## src/rtl/sync_pkg.sv

```systemverilog
// Shared types and constants for the sync timing generator and the pattern path it feeds.
package sync_pkg;
    typedef enum logic {
        IDLE = 1'b0,
        RUN  = 1'b1
    } state_t;

    localparam int MIN_LINE_LEN = 2;
    localparam int MIN_LINES    = 1;

    localparam logic [2:0] REGULAR = 3'd1;
    localparam logic [2:0] CONST   = 3'd2;
    localparam logic [2:0] W1X1    = 3'd3;
    localparam logic [2:0] B1X1    = 3'd4;
    localparam logic [2:0] W2X2    = 3'd5;
    localparam logic [2:0] B2X2    = 3'd6;
    localparam logic [2:0] RAMP    = 3'd7;
endpackage

```

## src/rtl/sync_cfg_shadow.sv

```systemverilog
// Frame-load shadow registers: timing limits and pattern configuration captured on a load strobe.
module sync_cfg_shadow
    import sync_pkg::*;
#(
    parameter int LEN_W   = 13,
    parameter int LINES_W = 8
) (
    input  logic               clk,
    input  logic               rst,
    input  logic               i_load,
    input  logic [LEN_W-1:0]   i_line_len,
    input  logic [LINES_W-1:0] i_lines,
    input  logic [2:0]         i_mode,
    input  logic [11:0]        i_const,
    input  logic [1:0]         i_x,
    input  logic [1:0]         i_y,
    output logic [LEN_W-1:0]   o_len_s,
    output logic [LINES_W-1:0] o_lines_s,
    output logic [2:0]         o_mode,
    output logic [11:0]        o_const,
    output logic [1:0]         o_x,
    output logic [1:0]         o_y
);
    localparam logic [LEN_W-1:0]   LEN_MIN   = LEN_W'(MIN_LINE_LEN);
    localparam logic [LINES_W-1:0] LINES_MIN = LINES_W'(MIN_LINES);

    logic [LEN_W-1:0]   r_len_s;
    logic [LINES_W-1:0] r_lines_s;
    logic [2:0]         r_mode;
    logic [11:0]        r_const;
    logic [1:0]         r_x, r_y;

    always_ff @(posedge clk) begin
        if (rst) begin
            r_len_s   <= LEN_MIN;
            r_lines_s <= LINES_MIN;
            r_mode    <= 3'b000;
            r_const   <= '0;
            r_x       <= '0;
            r_y       <= '0;
        end else if (i_load) begin
            // Degenerate sizes are clamped so the counters always have a valid limit
            r_len_s   <= (i_line_len < LEN_MIN) ? LEN_MIN : i_line_len;
            r_lines_s <= (i_lines < LINES_MIN) ? LINES_MIN : i_lines;
            r_mode    <= i_mode;
            r_const   <= i_const;
            r_x       <= i_x;
            r_y       <= i_y;
        end
    end

    assign o_len_s   = r_len_s;
    assign o_lines_s = r_lines_s;
    assign o_mode    = r_mode;
    assign o_const   = r_const;
    assign o_x       = r_x;
    assign o_y       = r_y;
endmodule

```

## src/rtl/sync_timing_gen.sv

```systemverilog
// Line/frame sync generator with per-frame config shadowing.
// Optional SYNC_FRAME_CNT_EN adds a 16-bit completed-frame counter output.
module sync_timing_gen
    import sync_pkg::*;
#(
    parameter int LEN_W   = 13,
    parameter int LINES_W = 8
) (
    input  logic               clk,
    input  logic               rst,
    input  logic               en,
    input  logic [LEN_W-1:0]   line_len,
    input  logic [LINES_W-1:0] lines_per_frame,
    input  logic [2:0]         mode_in,
    input  logic [11:0]        const_in,
    input  logic [1:0]         x_in,
    input  logic [1:0]         y_in,
    output logic               sync,
    output logic               f_sync,
    output logic [LEN_W-1:0]   pix_idx,
    output logic [LINES_W-1:0] line_idx,
    output logic               running,
    output logic [2:0]         mode_out,
    output logic [11:0]        const_out,
    output logic [1:0]         x_out,
    output logic [1:0]         y_out
`ifdef SYNC_FRAME_CNT_EN
    ,
    output logic [15:0]        frame_cnt
`endif
);
    localparam logic [LEN_W-1:0]   LEN_ONE   = LEN_W'(1);
    localparam logic [LINES_W-1:0] LINES_ONE = LINES_W'(1);

    state_t             r_state, w_state_nxt;
    logic [LEN_W-1:0]   r_pix, w_pix_nxt;
    logic [LINES_W-1:0] r_line, w_line_nxt;
    logic               r_sync, w_sync_nxt;
    logic               r_fsync, w_fsync_nxt;
    logic               r_running, w_running_nxt;

    logic [LEN_W-1:0]   w_len_s;
    logic [LINES_W-1:0] w_lines_s;
    logic               w_line_end, w_frame_end, w_wrap, w_load;

    assign w_line_end  = (r_pix >= w_len_s - LEN_ONE);
    assign w_frame_end = (r_line >= w_lines_s - LINES_ONE);
    assign w_wrap      = (r_state == RUN) && w_line_end && w_frame_end && en;
    assign w_load      = ((r_state == IDLE) && en) || w_wrap;

    sync_cfg_shadow #(.LEN_W(LEN_W), .LINES_W(LINES_W)) u_shadow (
        .clk        (clk),
        .rst        (rst),
        .i_load     (w_load),
        .i_line_len (line_len),
        .i_lines    (lines_per_frame),
        .i_mode     (mode_in),
        .i_const    (const_in),
        .i_x        (x_in),
        .i_y        (y_in),
        .o_len_s    (w_len_s),
        .o_lines_s  (w_lines_s),
        .o_mode     (mode_out),
        .o_const    (const_out),
        .o_x        (x_out),
        .o_y        (y_out)
    );

    always_ff @(posedge clk) begin
        if (rst) begin
            r_state   <= IDLE;
            r_pix     <= '0;
            r_line    <= '0;
            r_sync    <= 1'b0;
            r_fsync   <= 1'b0;
            r_running <= 1'b0;
        end else begin
            r_state   <= w_state_nxt;
            r_pix     <= w_pix_nxt;
            r_line    <= w_line_nxt;
            r_sync    <= w_sync_nxt;
            r_fsync   <= w_fsync_nxt;
            r_running <= w_running_nxt;
        end
    end

    always_comb begin
        w_state_nxt   = r_state;
        w_pix_nxt     = '0;
        w_line_nxt    = '0;
        w_sync_nxt    = 1'b0;
        w_fsync_nxt   = 1'b0;
        w_running_nxt = 1'b0;
        case (r_state)
            IDLE: begin
                if (en) begin
                    w_state_nxt   = RUN;
                    w_sync_nxt    = 1'b1;
                    w_fsync_nxt   = 1'b1;
                    w_running_nxt = 1'b1;
                end
            end
            RUN: begin
                w_running_nxt = 1'b1;
                if (!w_line_end) begin
                    w_pix_nxt  = r_pix + LEN_ONE;
                    w_line_nxt = r_line;
                end else if (!w_frame_end) begin
                    w_line_nxt = r_line + LINES_ONE;
                    w_sync_nxt = 1'b1;
                end else if (en) begin
                    w_sync_nxt  = 1'b1;
                    w_fsync_nxt = 1'b1;
                end else begin
                    // en is only honoured here, so a started frame always completes
                    w_state_nxt   = IDLE;
                    w_running_nxt = 1'b0;
                end
            end
            default: w_state_nxt = IDLE;
        endcase
    end

    assign sync     = r_sync;
    assign f_sync   = r_fsync;
    assign pix_idx  = r_pix;
    assign line_idx = r_line;
    assign running  = r_running;

`ifdef SYNC_FRAME_CNT_EN
    logic [15:0] r_frame_cnt;

    // The frame started from IDLE is not counted; only continuing wraps are
    always_ff @(posedge clk) begin
        if (rst) r_frame_cnt <= '0;
        else if (w_wrap) r_frame_cnt <= r_frame_cnt + 16'd1;
    end

    assign frame_cnt = r_frame_cnt;
`endif
endmodule
```

## config.mk

```make
export PLATFORM = sky130hd
export DESIGN_NAME = sync_timing_gen
export DESIGN_NICKNAME = d
export VERILOG_FILES = /design/src/rtl/sync_pkg.sv /design/src/rtl/sync_cfg_shadow.sv /design/src/rtl/sync_timing_gen.sv
export SDC_FILE = /design/constraint.sdc
export NUM_CORES = 1
export LEC_CHECK = 0
export ABC_AREA = 1
export CORE_MARGIN = 5
export CORE_UTILIZATION = 25
export CTS_CLUSTER_SIZE = 16
export DETAILED_ROUTE_END_ITERATION = 16
export GPL_TIMING_DRIVEN = 0
export PLACE_DENSITY = 0.47
export SLEW_MARGIN = 40
export SYNTH_ARGS = -nofsm -noshare
export SYNTH_HDL_FRONTEND = slang
export SYNTH_SLANG_ARGS = --single-unit
```

## constraint.sdc

```tcl
create_clock -name clk -period 3.6 [get_ports clk]
set_input_delay 0.9 -clock clk [delete_from_list [all_inputs] [get_ports clk]]
set_output_delay 0.9 -clock clk [all_outputs]
set_load 0.005 [all_outputs]
```

==> results of run 1 <==
-- synth_stat cells, drive strengths merged --
cell type / number / share of area
inv: 70 / 0.075
a21o: 2 / 0.0043
nand2: 129 / 0.14
nor3: 15 / 0.023
nor3b: 3 / 0.0065
a211oi: 1 / 0.0036
clkbuf: 4 / 0.0043
ha: 25 / 0.090
dfxtp: 64 / 0.37
nor2: 108 / 0.12
nor4: 6 / 0.011
clkinv: 1 / 0.0011
xor2: 21 / 0.053
nand3b: 1 / 0.0022
nand3: 18 / 0.027
nand4: 6 / 0.013
a31oi: 1 / 0.0018
a21oi: 16 / 0.023
o21ai: 6 / 0.0086
buf: 10 / 0.020
xnor2: 4 / 0.010
-- registers in the layout, summed over array words and instances (netlist names) --
name,flops
pix_idx,13
f_sync,1
u_shadow.o_x,2
line_idx,8
u_shadow.o_mode,3
sync,1
u_shadow.o_lines_s,8
u_shadow.o_len_s,13
u_shadow.o_const,12
u_shadow.o_y,2
running,1
-- layout make-up --
type	instances	area, sq um	area share
inverter	71	267	0.0547
tap	180	225	0.0463
clock inverter	3	40.0	0.00822
buffer	14	83.8	0.0172
sequential	64	1280	0.263
multi-input combinational	362	1850	0.381
clock buffer	12	267	0.0547
timing repair buffer	85	851	0.175
-- report_power, final --
group / total [uW] / internal, uW / leakage [uW] / switching, uW
clock network: 898 / 586 / 0.000154 / 312
logic: 581 / 263 / 0.00155 / 317
registers: 826 / 781 / 0.000524 / 44.6
total: 2300 / 1630 / 0.00222 / 674
-- worst paths after layout --
kind | start | to | cells after the start
setup / recovery | u_shadow.o_len_s[0] | u_shadow.o_len_s[11] | 19
hold / removal | u_shadow.o_lines_s[0] | u_shadow.o_lines_s[0] | 2
setup reg to reg | u_shadow.o_len_s[0] | u_shadow.o_len_s[11] | 19
hold reg to reg | u_shadow.o_lines_s[0] | u_shadow.o_lines_s[0] | 2
-- worst reg2reg max path, cell delays in order, from the launching register on --
cell and delay (ns):
dfxtp_1 0.31, inv_1 0.13, ha_1 0.23, nand4_1 0.15, nor3_1 0.26, nand3_1 0.16
nor3_1 0.20, xor2_1 0.10, ha_1 0.30, nand2_1 0.07, nor2_1 0.14, nand2_1 0.08
nor2_1 0.15, nor2_2 0.07, nand4_2 0.10, nand3_2 0.14, buf_6 0.19, buf_6 0.14
nor2_1 0.11, nor2_1 0.06
-- per-layer routing --
layer,track usage,part of all wire,up-vias
met4,0.0568,0.026,0
met5,0,0,-
met3,0.0488,0.081,16
li1,-,-,1774
met2,0.187,0.43,73
met1,0.141,0.47,1379
-- layout by cell type (no fill, tap or decap), drive strengths merged, types with 15 or more instances in the layout --
cell type	n
dfxtp	64
nor2	108
a21oi	16
nand2	129
nor3	15
xor2	21
clkdlybuf4s50	85
inv	70
ha	25
clkbuf	16
nand3	18
-- metrics by stage --
step	cells	power (uW)
after floorplan	511	1200
after CTS	791	2350
final	791	2300
after global placement	776	1420
after detailed placement	776	1430
after global routing	791	2470
-- cell families after synthesis --
family / share of synthesized area
AOI/OAI and AO/OA: 0.0413
xor gates and xnor gates: 0.0628
adders and majority gates: 0.0897
buffers and inverters: 0.100
DFF: 0.368
and+or+nand+nor: 0.338
==> metrics.md, run 1 <==
| Metric | Value |
|---|---|
| Final cycle utilization of the critical path | 0.895 |
| P&R area growth vs syn | 39.7% |
| Post-route ant nets | 0 |
| Max FO, Critical Path | 10 |
| Core area | approximately 14000 sq um |
| H-tree depth | 3 |
| Initial antenna violation count | 0 |
| Worst endpoint data arrival time | roughly 3.5 ns |
| CP Launch Type | flop |
| PostCTS Resize Cnt | 0 |
| Layout filler cell count | 1511 |
| Placement Setup Slack | 0.335 ns |
| Vias | 3242 |
| Maximum vdd ir drop | approximately 0.18 mV |
| Final #Nets | 675 |
| CP delay by family, top | simple AND/OR/NAND/NOR gates |
| Vias in the first global route | roughly 3.3k |
| Setup TNS | 0 ns |
| Die area | 16400 sq um |
| Register area share after synthesis | 0.368 |
| Hold WS | roughly 0.47 ns |
| Tmin final | between 3 and 4 ns |
| WP buf/inv | 3 |
| Root Driver | clkbuf_16 |
| Hold Buf Count CTS | 0 |
| Syn_nets | 579 |
| Width of the die | 128 microns |
| PwrDens | between 400 and 500 nW/um^2 |
| TritonCTS clock tree | done |
| Clock Sinks | between 60 and 70 |
| Final Skew | approximately 0.0054 ns |
| Final Util | 0.353 |
| Initial Util | 0.253 |
| Global route overflow | 0 |
| Status | finished clean |
| Die Y | 128 microns |
| Yosys warnings | 0 |
| Reg2Reg Setup Slack | approximately 0.38 ns |
| Most numerous cell on the critical path | nor2_1 |
| CTS Buffer Depth | 2 |
| GRT Total Usage | 0.119 |
| Max_slew headroom | 0.666 |
| Final GP Congestion | 0.768 |
| Worst path cell trace | inv_1 -> ha_1 -> nand4_1 -> nor3_1 -> nand3_1 -> nor3_1 -> xor2_1 -> ha_1 -> nand2_1 -> nor2_1 -> nand2_1 -> nor2_1 -> nor2_2 -> nand4_2 -> nand3_2 -> buf_6 -> buf_6 -> nor2_1 -> nor2_1 |
| Final hold vios | 0 |
| I/O pin total | 86 |
| CTS Buf Count | 9 |
| Setup slack after layout | around 0.38 ns |
| Layout cells sized above 1 | 0.0491 |
| Fmax | 310 MHz |
| HPWL after DPL | roughly 7400 microns |
| Worst Hold Class | reg2reg |
| LEAKAGE | 0.00222 uW |
| Crit end category | flop |
| Seq cells post-synth | 64 |
| DRC Markers | 0 |
| Worst-Skew Late Latency | around 0.33 ns |
| Synth unique cells | 27 |
| Slowest cell on crit path | dfxtp_1 |
| Worst-margin pin slew | ~0.5 ns |
| Initial DRC Count | approximately 130 |
| Postcts setup bufs | 0 |
| Drt total wl | 9290 microns |
| Final setup vio count | 0 |
| Diode count | 0 |
| Routed len/inst | around 12 microns |
| Row Count | 43 |
| RSZ-0062 raised after global routing | false |
| Syn Area/Cell | 6.82 sq um |
| Max cap viols | 0 |
| Drt pass-1 iters | 4 |
| Pin count of the biggest net entering global routing | 11 |
| Crit path largest cell delay | ~0.31 ns |
| CP Data Required Time | about 3.8 ns |
| First-pass GRT wire length | roughly 15000 microns |
| WS Path Type | reg2reg |
| Final Max Slew Viols | 0 |
| Cell area after synthesis | 3490 sq um |
| Vias per cell | a little over 4 |
| Port Buffer Count | between 80 and 90 |
| Post-synthesis cell count | between 500 and 600 |
| Design area | 4870 sq um |
| Clk slew on worst S/H paths | about 0.050 ns |
| Placed Area | ~4600 sq um |
Power figures use the tool's default switching activity.
==> inputs of run 2 (changes only) <==
--- a/config.mk
+++ b/config.mk
@@ -7,11 +7,12 @@
 export LEC_CHECK = 0
 export ABC_AREA = 1
 export CORE_MARGIN = 5
-export CORE_UTILIZATION = 25
+export CORE_UTILIZATION = 48
 export CTS_CLUSTER_SIZE = 16
 export DETAILED_ROUTE_END_ITERATION = 16
 export GPL_TIMING_DRIVEN = 0
-export PLACE_DENSITY = 0.47
+export MAX_ROUTING_LAYER = met4
+export PLACE_DENSITY = 0.79
 export SLEW_MARGIN = 40
 export SYNTH_ARGS = -nofsm -noshare
 export SYNTH_HDL_FRONTEND = slang
==> run 2 against run 1 <==
Compared with the run above:
- non-clock buffer count unchanged
- critical path type unchanged
- first-iteration DRC count decreased by 12%
- via count increased by 2.9%
- die area decreased by 45%
- cell count decreased by 10%
- register-to-register slack about the same
- critical endpoint is now pix_idx[2]
- clock power decreased by 34%
- hold slack improved by 0.011 ns
- clock-buffer cell count unchanged
- setup slack improved by 0.0038 ns
- sequential cell count unchanged
==> metrics.md, run 2 (synthesis results as in run 1) <==
| Metric | Value |
|---|---|
| Crit end category | flop |
| Drt pass-1 iters | 4 |
| Initial antenna violation count | 0 |
| Pwr Total | approximately 2000 uW |
| Worst-margin pin slew | around 0.48 ns |
| Global route overflow | 0 |
| Hold Buf Count CTS | 0 |
| Die area | between 9000 and 10000 sq um |
| Core area | approximately 7200 sq um |
| Final Max Slew Viols | 0 |
| CP Launch Point | u_shadow.o_len_s[0] |
| Worst r2r dst | pix_idx[2] |
| Reg area | roughly 1300 sq um |
| Final cycle utilization of the critical path | 0.894 |
| LEAKAGE | approximately 0.0022 uW |
| Clk slew on worst S/H paths | approximately 0.070 ns |
| Vias | roughly 3.3k |
| P&R area growth vs syn | 33.1% |
| Worst Hold Class | reg2reg |
| Layout cells sized above 1 | 0.0458 |
| Port Buffer Count | 85 |
| Hold WS | 0.479 ns |
| Row Count | 31 |
| Vias per cell | roughly 4.7 |
| Initial Util | 0.486 |
| Most common cell after layout, fill and taps aside | nand2_1 |
| Design area | ~4600 sq um |
| Final GP Congestion | approximately 0.9 |
| Status | finished clean |
| Commonest cells after routing, fill and taps aside | nand2_1 (129), nor2_1 (107), clkdlybuf4s50_1 (85), inv_1 (70), dfxtp_1 (64) |
| Max cap viols | 0 |
| Vias in the first global route | 3234 |
| Placed insts | 695 |
| HPWL after DPL | 6630 microns |
| PostCTS Resize Cnt | 0 |
| I/O pin total | 86 |
| Cell depth of the worst min-delay path | 2 |
| Worst-Skew Late Latency | ~0.34 ns |
| Worst Hold Launch | u_shadow.o_lines_s[0] |
| Placed Area | approximately 4500 sq um |
| Width of the die | 95.2 microns |
| H-tree depth | 3 |
| Routed len/inst | between 10 and 15 microns |
| Die Y | roughly 95 microns |
| Setup TNS | 0 ns |
| DRC Markers | 0 |
| Max FO, Critical Path | 10 |
| Layout filler cell count | 646 |
| TritonCTS clock tree | done |
| CP Data Required Time | 3.86 ns |
| Diode count | 0 |
| First-pass GRT wire length | 14300 microns |
| R2r startpoint | u_shadow.o_len_s[0] |
| Max_slew headroom | 0.680 |
| Maximum vdd ir drop | roughly 0.28 mV |
| Hold Path End | u_shadow.o_lines_s[0] |
| Worst endpoint data arrival time | approximately 3.5 ns |
| Clock Sinks | 64 |
| Final hold vios | 0 |
| Tmin final | around 3.2 ns |
| CTS Buffer Depth | 2 |
| Drt total wl | approximately 8500 microns |
| Reg2Reg Setup Slack | ~0.38 ns |
| Final setup vio count | 0 |
| CTS Buf Count | 9 |
| RSZ-0062 raised after global routing | false |
| PwrDens | between 400 and 500 nW/um^2 |
| Postcts setup bufs | 0 |
| GRT Total Usage | 0.206 |
| Fmax | approximately 310 MHz |
| Footprint of the multi-input gates | 1850 sq um |
| Root Driver | clkbuf_8 |
| Final #Nets | just under 700 |
| WS Path Type | reg2reg |
| Pin count of the biggest net entering global routing | 11 |
| Post-Layout Cell Count | 711 |
| Final Skew | between 0.006 and 0.007 ns |
| Initial DRC Count | 111 |
| Reg2Reg Depth | 18 |
| CP Launch Type | flop |
| Post-route ant nets | 0 |
[run 2: per-layer routing]
layer	global-route usage	up-vias	share of wire
met5	-	-	0
met2	0.342	69	0.49
li1	-	1768	-
met4	0.0637	0	0.011
met3	0.0710	9	0.069
met1	0.234	1489	0.43
[run 2: worst max-delay path, cell delays in order, from the launching register on]
cell,delay [ns]
dfxtp_1,0.31
inv_1,0.13
ha_1,0.23
nand4_1,0.16
nor3_1,0.25
nand3_1,0.16
nor3_1,0.19
xor2_1,0.20
ha_1,0.27
nand2_1,0.09
nor2_1,0.06
nand2_1,0.08
nor2_1,0.07
nor2_2,0.14
nand3_1,0.10
inv_1,0.17
nand2_1,0.16
buf_2,0.23
nor3_1,0.16
[run 2: worst max-delay path by stage]
stage                     endpoint  slack (ns)  cells after the start
4_1_cts                 pix_idx[2]        0.35                     18
3_3_place_gp   u_shadow.o_len_s[9]        0.46                     19
2_1_floorplan  u_shadow.o_len_s[1]        0.84                     19
5_1_grt                pix_idx[11]        0.03                     18
3_5_place_dp            pix_idx[2]        0.37                     18
6_report                pix_idx[2]        0.38                     18
[run 2: cell type report]
type | count | area share
clock buffer | 12 | 0.0291
timing repair buffer | 85 | 0.183
sequential | 64 | 0.276
multi-input combinational | 362 | 0.400
clock inverter | 4 | 0.00971
inverter | 71 | 0.0574
buffer | 14 | 0.0181
tap | 99 | 0.0267
[run 2: where the power goes]
group | internal [uW] | switching (uW) | leakage (uW) | total [uW]
Clock | 317 | 272 | 0.0000941 | 589
Sequential | 780 | 45.6 | 0.000524 | 826
Combinational | 263 | 316 | 0.00155 | 580
[run 2: through the flow]
stage                     setup slack (ns)  utilization
after global placement               0.461        0.622
after CTS                            0.352        0.647
after detailed placement             0.374        0.622
after global routing                0.0290        0.647
after floorplan                      0.835            -
final                                0.380        0.647
